## config.mk

```make
export PLATFORM = sky130hd
export DESIGN_NAME = state_mem_arbiter_flat
export DESIGN_NICKNAME = d
export VERILOG_FILES = /design/src/rtl/snn_pkg.sv /design/src/rtl/state_mem_arbiter_if.sv /design/src/rtl/state_mem_init_sweeper.sv /design/src/rtl/state_mem_arbiter.sv /design/src/flat_wrapper.sv
export SDC_FILE = /design/constraint.sdc
export NUM_CORES = 1
export LEC_CHECK = 0
export CAP_MARGIN = 15
export CORE_MARGIN = 2
export CORE_UTILIZATION = 25
export DETAILED_ROUTE_END_ITERATION = 10
export REMOVE_ABC_BUFFERS = 1
export SLEW_MARGIN = 20
export SYNTH_ARGS = -nofsm -noshare
export SYNTH_HDL_FRONTEND = slang
export SYNTH_SLANG_ARGS = --single-unit
export TNS_END_PERCENT = 5
```

## constraint.sdc

```tcl
create_clock -name clk -period 4.8 [get_ports clk]
set_input_delay 0.48 -clock clk [delete_from_list [all_inputs] [get_ports clk]]
set_output_delay 0.48 -clock clk [all_outputs]
set_load 0.1 [all_outputs]
```

## src/rtl/snn_pkg.sv

```systemverilog
// Shared SNN definitions: state vector geometry, memory depth and arbiter
// state/requester encodings used by the state memory arbiter slice.
package snn_pkg;

  localparam int DATA_WIDTH      = 8;
  localparam int FSM_WIDTH       = 2;
  localparam int STATE_VEC_WIDTH = 2 * DATA_WIDTH + FSM_WIDTH;
  localparam int ADDR_WIDTH      = 14;
  localparam int NEURON_COUNT    = 10000;
  localparam int HOST_MAX_WAIT   = 8;

  typedef enum logic {
    ARB_S_INIT,
    ARB_S_ARB
  } arb_state_t;

  localparam logic REQ_CORE = 1'b0;
  localparam logic REQ_HOST = 1'b1;

  // Addresses at or past the neuron count are accepted but never touch memory.
  function automatic logic addr_in_range(input logic [31:0] addr, input int unsigned count);
    return addr < count;
  endfunction

endpackage

```

## src/rtl/state_mem_arbiter_if.sv

```systemverilog
// Bundle of requester, memory and status signals around the state memory
// arbiter; the arbiter uses the slave view, its environment the master view.
interface state_mem_arbiter_if import snn_pkg::*; #(
  parameter int ADDR_WIDTH      = snn_pkg::ADDR_WIDTH,
  parameter int STATE_VEC_WIDTH = snn_pkg::STATE_VEC_WIDTH
);

  logic                       i_init_start;

  logic                       i_core_req;
  logic                       i_core_we;
  logic [ADDR_WIDTH-1:0]      i_core_addr;
  logic [STATE_VEC_WIDTH-1:0] i_core_wdata;
  logic                       o_core_gnt;
  logic                       o_core_rvalid;
  logic [STATE_VEC_WIDTH-1:0] o_core_rdata;

  logic                       i_host_req;
  logic                       i_host_we;
  logic [ADDR_WIDTH-1:0]      i_host_addr;
  logic [STATE_VEC_WIDTH-1:0] i_host_wdata;
  logic                       o_host_gnt;
  logic                       o_host_rvalid;
  logic [STATE_VEC_WIDTH-1:0] o_host_rdata;

  logic [ADDR_WIDTH-1:0]      o_mem_addr;
  logic                       o_mem_wr_en;
  logic [STATE_VEC_WIDTH-1:0] o_mem_wdata;
  logic [STATE_VEC_WIDTH-1:0] i_mem_rdata;

  logic                       o_init_busy;
  logic                       o_ready;

  modport slave (
    input  i_init_start,
    input  i_core_req, i_core_we, i_core_addr, i_core_wdata,
    output o_core_gnt, o_core_rvalid, o_core_rdata,
    input  i_host_req, i_host_we, i_host_addr, i_host_wdata,
    output o_host_gnt, o_host_rvalid, o_host_rdata,
    output o_mem_addr, o_mem_wr_en, o_mem_wdata,
    input  i_mem_rdata,
    output o_init_busy, o_ready
  );

  modport master (
    output i_init_start,
    output i_core_req, i_core_we, i_core_addr, i_core_wdata,
    input  o_core_gnt, o_core_rvalid, o_core_rdata,
    output i_host_req, i_host_we, i_host_addr, i_host_wdata,
    input  o_host_gnt, o_host_rvalid, o_host_rdata,
    input  o_mem_addr, o_mem_wr_en, o_mem_wdata,
    output i_mem_rdata,
    input  o_init_busy, o_ready
  );

endinterface

```

## src/rtl/state_mem_init_sweeper.sv

```systemverilog
// Address counter for the initialisation sweep: walks 0..NEURON_COUNT-1 while
// active, flags the last address and can be pulled back to 0 on restart.
module state_mem_init_sweeper import snn_pkg::*; #(
  parameter int NEURON_COUNT = snn_pkg::NEURON_COUNT,
  parameter int ADDR_WIDTH   = snn_pkg::ADDR_WIDTH
) (
  input  logic                  clk,
  input  logic                  rst_n,
  input  logic                  active,
  input  logic                  restart,
  output logic [ADDR_WIDTH-1:0] addr,
  output logic                  done
);

  localparam logic [ADDR_WIDTH-1:0] LAST_ADDR = ADDR_WIDTH'(NEURON_COUNT - 1);

  assign done = active && (addr == LAST_ADDR);

  // Wrap to 0 after the last write so a later restart always begins clean.
  always_ff @(posedge clk or negedge rst_n) begin
    if (!rst_n) begin
      addr <= '0;
    end else if (restart) begin
      addr <= '0;
    end else if (active) begin
      addr <= done ? '0 : addr + 1'b1;
    end
  end

endmodule

```

## src/rtl/state_mem_arbiter.sv

```systemverilog
// Single-port neuron state memory arbiter: init sweep after reset or on
// request, then core-priority arbitration with a host starvation guard.
module state_mem_arbiter import snn_pkg::*; #(
  parameter int                         NEURON_COUNT    = snn_pkg::NEURON_COUNT,
  parameter int                         ADDR_WIDTH      = snn_pkg::ADDR_WIDTH,
  parameter int                         STATE_VEC_WIDTH = snn_pkg::STATE_VEC_WIDTH,
  parameter int                         HOST_MAX_WAIT   = snn_pkg::HOST_MAX_WAIT,
  parameter logic [STATE_VEC_WIDTH-1:0] INIT_VALUE      = '0
) (
  input logic               clk,
  input logic               rst_n,
  state_mem_arbiter_if.slave bus
);

  localparam int WAIT_W = $clog2(HOST_MAX_WAIT + 1);

  arb_state_t                 state, state_nxt;
  logic [ADDR_WIDTH-1:0]      init_addr;
  logic                       init_done;
  logic                       sweep_restart;
  logic [WAIT_W-1:0]          host_wait;
  logic                       host_force;
  logic                       core_gnt, host_gnt;
  logic                       win_id;
  logic                       core_in_range, host_in_range;
  logic [ADDR_WIDTH-1:0]      last_addr;
  logic [ADDR_WIDTH-1:0]      mem_addr;
  logic                       mem_wr_en;
  logic [STATE_VEC_WIDTH-1:0] mem_wdata;
  logic                       core_rd_pend, core_rd_oor;
  logic                       host_rd_pend, host_rd_oor;
  logic [STATE_VEC_WIDTH-1:0] core_rdata_hold, host_rdata_hold;
  logic [STATE_VEC_WIDTH-1:0] core_rdata_now, host_rdata_now;

  state_mem_init_sweeper #(
    .NEURON_COUNT (NEURON_COUNT),
    .ADDR_WIDTH   (ADDR_WIDTH)
  ) u_sweeper (
    .clk     (clk),
    .rst_n   (rst_n),
    .active  (state == ARB_S_INIT),
    .restart (sweep_restart),
    .addr    (init_addr),
    .done    (init_done)
  );

  assign core_in_range = addr_in_range(32'(bus.i_core_addr), NEURON_COUNT);
  assign host_in_range = addr_in_range(32'(bus.i_host_addr), NEURON_COUNT);
  assign host_force    = (host_wait == WAIT_W'(HOST_MAX_WAIT));

  always_ff @(posedge clk or negedge rst_n) begin
    if (!rst_n) begin
      state     <= ARB_S_INIT;
      last_addr <= '0;
    end else begin
      state     <= state_nxt;
      last_addr <= mem_addr;
    end
  end

  always_comb begin
    state_nxt     = state;
    core_gnt      = 1'b0;
    host_gnt      = 1'b0;
    sweep_restart = 1'b0;
    win_id        = REQ_CORE;
    mem_addr      = last_addr;
    mem_wr_en     = 1'b0;
    mem_wdata     = '0;
    unique case (state)
      ARB_S_INIT: begin
        mem_addr  = init_addr;
        mem_wr_en = 1'b1;
        mem_wdata = INIT_VALUE;
        if (init_done) state_nxt = ARB_S_ARB;
      end
      ARB_S_ARB: begin
        if (bus.i_host_req && (host_force || !bus.i_core_req)) begin
          host_gnt = 1'b1;
        end else if (bus.i_core_req) begin
          core_gnt = 1'b1;
        end
        if (host_gnt) win_id = REQ_HOST;
        if (core_gnt || host_gnt) begin
          if (win_id == REQ_HOST) begin
            mem_addr  = bus.i_host_addr;
            mem_wr_en = bus.i_host_we && host_in_range;
            mem_wdata = bus.i_host_wdata;
          end else begin
            mem_addr  = bus.i_core_addr;
            mem_wr_en = bus.i_core_we && core_in_range;
            mem_wdata = bus.i_core_wdata;
          end
        end
        // A grant in this cycle still completes; only the state moves on.
        if (bus.i_init_start) begin
          sweep_restart = 1'b1;
          state_nxt     = ARB_S_INIT;
        end
      end
      default: state_nxt = ARB_S_INIT;
    endcase
  end

  always_ff @(posedge clk or negedge rst_n) begin
    if (!rst_n) begin
      host_wait <= '0;
    end else if (!bus.i_host_req || host_gnt) begin
      host_wait <= '0;
    end else if (!host_force) begin
      host_wait <= host_wait + 1'b1;
    end
  end

  // Memory data is registered, so read data is forwarded straight through in
  // the return cycle and captured for holding afterwards.
  always_ff @(posedge clk or negedge rst_n) begin
    if (!rst_n) begin
      core_rd_pend    <= 1'b0;
      core_rd_oor     <= 1'b0;
      host_rd_pend    <= 1'b0;
      host_rd_oor     <= 1'b0;
      core_rdata_hold <= '0;
      host_rdata_hold <= '0;
    end else begin
      core_rd_pend <= core_gnt && !bus.i_core_we;
      core_rd_oor  <= !core_in_range;
      host_rd_pend <= host_gnt && !bus.i_host_we;
      host_rd_oor  <= !host_in_range;
      if (core_rd_pend) core_rdata_hold <= core_rdata_now;
      if (host_rd_pend) host_rdata_hold <= host_rdata_now;
    end
  end

  assign core_rdata_now = core_rd_oor ? '0 : bus.i_mem_rdata;
  assign host_rdata_now = host_rd_oor ? '0 : bus.i_mem_rdata;

  assign bus.o_core_gnt    = core_gnt;
  assign bus.o_host_gnt    = host_gnt;
  assign bus.o_core_rvalid = core_rd_pend;
  assign bus.o_host_rvalid = host_rd_pend;
  assign bus.o_core_rdata  = core_rd_pend ? core_rdata_now : core_rdata_hold;
  assign bus.o_host_rdata  = host_rd_pend ? host_rdata_now : host_rdata_hold;

  // Keep the memory quiet while reset is held, even though INIT drives a write.
  assign bus.o_mem_addr  = mem_addr;
  assign bus.o_mem_wr_en = mem_wr_en && rst_n;
  assign bus.o_mem_wdata = mem_wdata;
  assign bus.o_init_busy = (state == ARB_S_INIT);
  assign bus.o_ready     = (state == ARB_S_ARB);

endmodule

```

## src/flat_wrapper.sv

```systemverilog
// flat-port wrapper written by rule: the top's interface ports become plain ports
module state_mem_arbiter_flat import snn_pkg::*;
#(
  parameter int                         NEURON_COUNT    = snn_pkg::NEURON_COUNT,
  parameter int                         ADDR_WIDTH      = snn_pkg::ADDR_WIDTH,
  parameter int                         STATE_VEC_WIDTH = snn_pkg::STATE_VEC_WIDTH,
  parameter int                         HOST_MAX_WAIT   = snn_pkg::HOST_MAX_WAIT,
  parameter logic [STATE_VEC_WIDTH-1:0] INIT_VALUE      = '0
)
  (clk, rst_n, bus_i_init_start, bus_i_core_req, bus_i_core_we, bus_i_core_addr, bus_i_core_wdata, bus_o_core_gnt, bus_o_core_rvalid, bus_o_core_rdata, bus_i_host_req, bus_i_host_we, bus_i_host_addr, bus_i_host_wdata, bus_o_host_gnt, bus_o_host_rvalid, bus_o_host_rdata, bus_o_mem_addr, bus_o_mem_wr_en, bus_o_mem_wdata, bus_i_mem_rdata, bus_o_init_busy, bus_o_ready);
  state_mem_arbiter_if #(.ADDR_WIDTH(ADDR_WIDTH), .STATE_VEC_WIDTH(STATE_VEC_WIDTH)) bus_i ();
  input logic clk;
  input logic rst_n;
  input wire logic [$bits(bus_i.i_init_start)-1:0] bus_i_init_start;
  input wire logic [$bits(bus_i.i_core_req)-1:0] bus_i_core_req;
  input wire logic [$bits(bus_i.i_core_we)-1:0] bus_i_core_we;
  input wire logic [$bits(bus_i.i_core_addr)-1:0] bus_i_core_addr;
  input wire logic [$bits(bus_i.i_core_wdata)-1:0] bus_i_core_wdata;
  output wire logic [$bits(bus_i.o_core_gnt)-1:0] bus_o_core_gnt;
  output wire logic [$bits(bus_i.o_core_rvalid)-1:0] bus_o_core_rvalid;
  output wire logic [$bits(bus_i.o_core_rdata)-1:0] bus_o_core_rdata;
  input wire logic [$bits(bus_i.i_host_req)-1:0] bus_i_host_req;
  input wire logic [$bits(bus_i.i_host_we)-1:0] bus_i_host_we;
  input wire logic [$bits(bus_i.i_host_addr)-1:0] bus_i_host_addr;
  input wire logic [$bits(bus_i.i_host_wdata)-1:0] bus_i_host_wdata;
  output wire logic [$bits(bus_i.o_host_gnt)-1:0] bus_o_host_gnt;
  output wire logic [$bits(bus_i.o_host_rvalid)-1:0] bus_o_host_rvalid;
  output wire logic [$bits(bus_i.o_host_rdata)-1:0] bus_o_host_rdata;
  output wire logic [$bits(bus_i.o_mem_addr)-1:0] bus_o_mem_addr;
  output wire logic [$bits(bus_i.o_mem_wr_en)-1:0] bus_o_mem_wr_en;
  output wire logic [$bits(bus_i.o_mem_wdata)-1:0] bus_o_mem_wdata;
  input wire logic [$bits(bus_i.i_mem_rdata)-1:0] bus_i_mem_rdata;
  output wire logic [$bits(bus_i.o_init_busy)-1:0] bus_o_init_busy;
  output wire logic [$bits(bus_i.o_ready)-1:0] bus_o_ready;
  assign bus_i.i_init_start = bus_i_init_start;
  assign bus_i.i_core_req = bus_i_core_req;
  assign bus_i.i_core_we = bus_i_core_we;
  assign bus_i.i_core_addr = bus_i_core_addr;
  assign bus_i.i_core_wdata = bus_i_core_wdata;
  assign bus_o_core_gnt = bus_i.o_core_gnt;
  assign bus_o_core_rvalid = bus_i.o_core_rvalid;
  assign bus_o_core_rdata = bus_i.o_core_rdata;
  assign bus_i.i_host_req = bus_i_host_req;
  assign bus_i.i_host_we = bus_i_host_we;
  assign bus_i.i_host_addr = bus_i_host_addr;
  assign bus_i.i_host_wdata = bus_i_host_wdata;
  assign bus_o_host_gnt = bus_i.o_host_gnt;
  assign bus_o_host_rvalid = bus_i.o_host_rvalid;
  assign bus_o_host_rdata = bus_i.o_host_rdata;
  assign bus_o_mem_addr = bus_i.o_mem_addr;
  assign bus_o_mem_wr_en = bus_i.o_mem_wr_en;
  assign bus_o_mem_wdata = bus_i.o_mem_wdata;
  assign bus_i.i_mem_rdata = bus_i_mem_rdata;
  assign bus_o_init_busy = bus_i.o_init_busy;
  assign bus_o_ready = bus_i.o_ready;
  state_mem_arbiter #(.NEURON_COUNT(NEURON_COUNT), .ADDR_WIDTH(ADDR_WIDTH), .STATE_VEC_WIDTH(STATE_VEC_WIDTH), .HOST_MAX_WAIT(HOST_MAX_WAIT), .INIT_VALUE(INIT_VALUE)) u_core (.clk(clk), .rst_n(rst_n), .bus(bus_i));
endmodule
```

After elaboration in Yosys (flattened, before gate mapping)
Index checks and enable logic that the tools add are counted.

word-level totals
  bits in registers = 73
  latch bits = 0
  bits in writable memories = 0
  ROM bits = 0
  output and inout bits = 75
  logic and storage cells = 67
  memories kept = 0

cells by class
  $add $sub $neg = 2
  $mul = 0
  div/mod/pow operators = 0
  magnitude comparators = 2
  eq/ne operators = 4
  shift-type cells = 0
  multiplexer cells = 32
  bitwise operators = 1
  reductions and logical operators = 16

operators with widths
  cell                                                             number
  18-bit two-way mux                                               6
  14-bit two-way mux                                               5
  18-bit one-hot mux with 2 select lines                           1
  14-bit < comparator, second input constant                       2
  14-bit one-hot mux with 2 select lines                           1
  1-bit two-way mux                                                15
  14-bit by 1-bit adder with 14-bit output, second input constant  1
  14-bit equality test, second input constant                      1
  4-bit two-way mux                                                2
  1-bit logical AND                                                7
  1-bit zero test                                                  6
  4-bit by 1-bit adder with 4-bit output, second input constant    1
  4-bit equality test, second input constant                       1
  2-bit != test, second input constant                             2
  1-bit one-hot mux with 2 select lines                            2
  1-bit logical OR                                                 3
  1-bit inverter                                                   1

Longest topological paths before layout
  depth in word-level cells = 11
  depth in mapped cells = 9
  mapped depth without buffers = 6

Cells and area by module
Synthesis repeated with hierarchy kept, for this count alone.

unflattened totals
  cells, all modules = 425
  area, all modules = 3762.4 um2

by module, submodules not included
  module                  instances  cells each  area an instance (um2)
  state_mem_arbiter       1          340         2981.6
  state_mem_init_sweeper  1          85          780.7

Worst setup path after synthesis
No wires, ideal clock.

  path type = reg2out
  from = reg u_core.state (netlist: u_core.bus.o_ready)
  to = out bus_o_core_gnt
  arrival time = 4.323 ns
  data required time = 4.320 ns
  path slack = -0.003 ns
  stages on the path, launching flop included = 5
  path buffers = 2
  path through = dfrtp_1 clkbuf_1 inv_1 clkbuf_1 nor3_1

on the way
  cells in the longest elaborated chain, start to end = 1

ends and longest elaborated chain
  element                 RTL line                 text
  from (decl)             state_mem_arbiter.sv:17  arb_state_t state, state_nxt;
  from (signal assigned)  state_mem_arbiter.sv:56  state <= state_nxt;
  1-bit two-way mux       state_mem_arbiter.sv:70  unique case (state)
  to (decl)               flat_wrapper.sv:19       output wire logic [$bits(bus_i.o_core_gnt)-1:0] bus_o_core_gnt;

Every way passes these cells.

Worst setup path after layout
  from = reg u_core.host_wait[0]
  to = out bus_o_mem_addr[4]

on the way
  cells in the longest elaborated chain, start to end = 10

ends and longest elaborated chain
  element                                   RTL line                  text
  from (decl)                               state_mem_arbiter.sv:21   logic [WAIT_W-1:0] host_wait;
  from (signal assigned)                    state_mem_arbiter.sv:111  host_wait <= host_wait + 1'b1;
  4-bit equality test *                     state_mem_arbiter.sv:49   assign host_force = (host_wait == WAIT_W'(HOST_MAX_WAIT));
  1-bit logical OR *                        state_mem_arbiter.sv:78   if (bus.i_host_req && (host_force || !bus.i_core_req)) begin
  1-bit logical AND *                       state_mem_arbiter.sv:78
  1-bit two-way mux                         state_mem_arbiter.sv:78
  1-bit two-way mux                         state_mem_arbiter.sv:70
  1-bit two-way mux                         state_mem_arbiter.sv:83   if (host_gnt) win_id = REQ_HOST;
  1-bit two-way mux                         state_mem_arbiter.sv:70
  14-bit two-way mux                        state_mem_arbiter.sv:85   if (win_id == REQ_HOST) begin
  14-bit two-way mux *                      state_mem_arbiter.sv:84   if (core_gnt || host_gnt) begin
  14-bit one-hot mux with 2 select lines *  state_mem_arbiter.sv:70
  to (decl)                                 flat_wrapper.sv:29        output wire logic [$bits(bus_i.o_mem_addr)-1:0] bus_o_mem_addr;

Every way passes the cells marked *; elsewhere a longest branch is shown, timed or not. The select of a mux whose other input is x is not followed.

==> flow_metrics.py <==
metrics = {
    "pwr": {
        "power_uw": 2479,
        "p_leak_uw": 0.002556,
        "power_density_nw_per_um2": 429.1,
        "irDropWorstVdd_uv": 285.1,
    },
    "layout": {
        "n_fill_cell": 1409,
        "multi_input_area_um2": 1648,
        "fin_util": 0.3959,
        "final_cell_mix": "clkdlybuf4s50_1 (128), dfrtp_1 (72), o21ai_0 (62), nand2_1 (61), inv_1 (45)",
        "final_common_cell": "clkdlybuf4s50_1",
        "nNetsFinal": 672,
        "fin_cells": 768,
        "seq_area_um2": 1828,
        "drive_above_1_share": 0.1062,
        "num_antenna_cells": 0,
        "final_area_um2": 5776,
        "synthToLayoutAreaGrowth_pct": 54.33,
    },
    "logic_synthesis": {
        "synth.top_cell.area_share": 0.4881,
        "syn_inst": 428,
        "syn_area_um2": 3742,
        "synth_ff_type": "dfrtp_1",
        "synthXorXnorAreaFrac": 0.01170,
        "synth_seq_cells": 73,
        "syn_area_per_cell_um2": 8.744,
        "synth_fa_ha_area_frac": 0.01003,
        "yosysSeqAreaShare": 0.4881,
        "synth_edf_count": 0,
        "yosysTopAreaCell": "dfrtp_1",
        "synth_top_family_by_area": "simple AND/OR/NAND/NOR gates",
        "synthSimpleGateAreaFrac": 0.1999,
        "ys_types": 42,
        "synth_compound_area_frac": 0.1745,
        "synthTopCellsByArea": "dfrtp_1 (49%), o21ai_0 (8.6%), nand2_1 (6.1%), inv_1 (4.5%), mux2i_1 (4.0%)",
        "ys_async_sr_fraction": 1.000,
        "yosysWarningCount": 0,
        "synthMuxAreaShare": 0.04012,
    },
    "status": {
        "status": "finished clean",
    },
    "detailed_routing": {
        "drtIter0Drc": 254,
        "firstDrtPassIters": 4,
        "drcViolationCount": 0,
        "vias": 3732,
        "routed.top_layer": "met4",
        "wire_per_inst_um": 15.93,
        "drt-met1-wl_um": 5168,
        "wl_met3_um": 801,
        "ant_nets": 0,
        "viasPerCell": 4.859,
        "met2_wirelength_um": 6171,
        "wl_um": 12230,
    },
    "worst_hold_path": {
        "hold_path_class": "input port to asynchronous set/reset pin",
    },
    "placement": {
        "hpwl_um": 9035,
        "gp_congestion": 0.8027,
        "numPortBuffers": 163,
        "dp.cells": 753,
        "place_area_um2": 5448,
    },
    "sta": {
        "tightestPinTransition_ns": 1.023,
        "skew_ns": 0.009312,
        "fin_crit_sh": 0.7204,
        "timing.slew.headroom": 0.3160,
        "rsz0062_at_grt": "no",
        "setup_viol": 0,
        "fin_crit_ns": 3.458,
        "setup_tns_ns": 0,
        "hold_viol_final": 0,
        "drv_slew": 0,
        "timing.fmax_mhz": 289.2,
    },
    "critical_path": {
        "required_ns": 4.32,
        "reg2reg_to": "u_core.last_addr[8]",
        "critPathBufInv": 2,
        "critical-path-top-delay-family": "compound AO/OA/AOI/OAI gates",
        "startpoint": "u_core.host_wait[0]",
        "cp_slowest_cell": "o21a_1",
        "r2r-start": "u_core.host_wait[0]",
        "worstSetupPathType": "flip-flop to primary output",
        "critPathMaxStageDelay_ns": 0.83,
        "crit_arrival_ns": 2.98,
        "crit_chain": "inv_1 > ha_1 > and3b_1 > o21a_1 > mux2i_1 > o21ai_0 > buf_4",
        "reg2regPathDepth": 6,
        "crit_end": "bus_o_mem_addr[4]",
        "startpoint_type": "flip-flop",
        "reg2reg_slack_ns": 2.36,
        "worst-path-max-fanout": 27,
        "cp-end-kind": "primary output",
        "cp.depth": 7,
    },
    "floorplan": {
        "die_h_um": 126.4,
        "dieArea_um2": 15960,
        "io_pins": 164,
        "fp-row-count": 44,
        "die_x_um": 126.4,
        "start_util": 0.2565,
        "core-area_um2": 14590,
    },
    "clock_tree": {
        "cts_buffers": 9,
        "clock-root-buffer": "clkbuf_16",
        "cts_resized": 0,
        "cts_tree": "built",
        "hold_buffers": 0,
        "clk-insertion-delay-late_ns": 0.34,
        "cts_num_sinks": 73,
        "post-cts-setup-buffers": 0,
        "cts.path.max_buffers": 2,
        "path_clk_slew_ns": 0.06,
        "h-tree-depth": 3,
    },
    "grt": {
        "grt_pass1_vias": 3691,
        "grt_max_degree": 40,
        "gr-total-overflow": 0,
        "grt_antenna_before_repair": 0,
        "grt_pass1_wl_um": 19390,
        "grtUsageTotal": 0.1547,
    },
    "flow_run": {
        "max_cap_violations": 0,
    },
}
-- cell families after synthesis --
logic type / Yosys count
simple gates: 146
compound gates: 114
flops: 73
buf+inv: 72
mux: 15
xor+xnor: 5
fa+ha+maj: 3
-- cell type report --
cell class,count,share of cell area
Sequential cell,73,0.3165
Timing Repair Buffer,168,0.2738
Multi-Input combinational cell,283,0.2853
Clock inverter,4,0.01321
Inverter,45,0.02925
Clock buffer,11,0.04203
Tap cell,184,0.03986
-- synthesized netlist by cell type (9+ instances only) --
library cell and count:
dfrtp_1 73, o21ai_0 64, nand2_1 61, inv_1 45, a21oi_1 26, clkbuf_1 22, nand3b_1 19, nor2_1 16
mux2i_1 15, a31oi_1 9
-- layer usage --
layer  GRT usage  up-vias
li1            -     1770
met1      0.1917     1794
met2      0.2639      164
met3     0.04133        4
met4     0.04654        0
met5           0        -
-- through the flow --
step / hold WS (ns) / setup WS [ns]
after floorplan: 0.1844 / -0.8460
after global placement: 0.4808 / 1.640
after detailed placement: 0.4815 / 1.589
after CTS: 0.1091 / 1.268
after global routing: 0.1318 / 1.079
final: 0.1039 / 1.342
-- flip-flops by register name, indices dropped and copies added, names as in the netlist --
signal	count
u_core.bus.o_core_rvalid	1
u_core.bus.o_host_rvalid	1
u_core.bus.o_ready	1
u_core.core_rd_oor	1
u_core.core_rdata_hold	18
u_core.host_rd_oor	1
u_core.host_rdata_hold	18
u_core.host_wait	4
u_core.last_addr	14
u_core.u_sweeper.addr	14
-- where the power goes --
group,switching (uW),internal [uW],total [uW]
Sequential,79.3,714,793
Clock,267,469,735
Combinational,693,257,950
-- worst min-delay path by stage --
| stage | start | cells after the start | endpoint |
|---|---|---|---|
| final | rst_n | 1 | u_core.host_rdata_hold[7] |
| after floorplan | rst_n | 0 | u_core.bus.o_core_rvalid |
| after CTS | rst_n | 1 | u_core.host_rdata_hold[8] |
| after global placement | rst_n | 1 | u_core.host_rdata_hold[8] |
| after detailed placement | rst_n | 1 | u_core.host_rdata_hold[7] |
| after global routing | rst_n | 1 | u_core.host_rdata_hold[7] |
-- worst register-to-register path, stage by stage, from the launching register on --
cell and delay, ns:
dfrtp_1 0.40, inv_1 0.10, ha_1 0.16, and3b_1 0.35
o21a_1 0.84, mux2i_1 0.30, o21ai_0 0.13
Note: power is estimated with default switching activity, not from simulation.
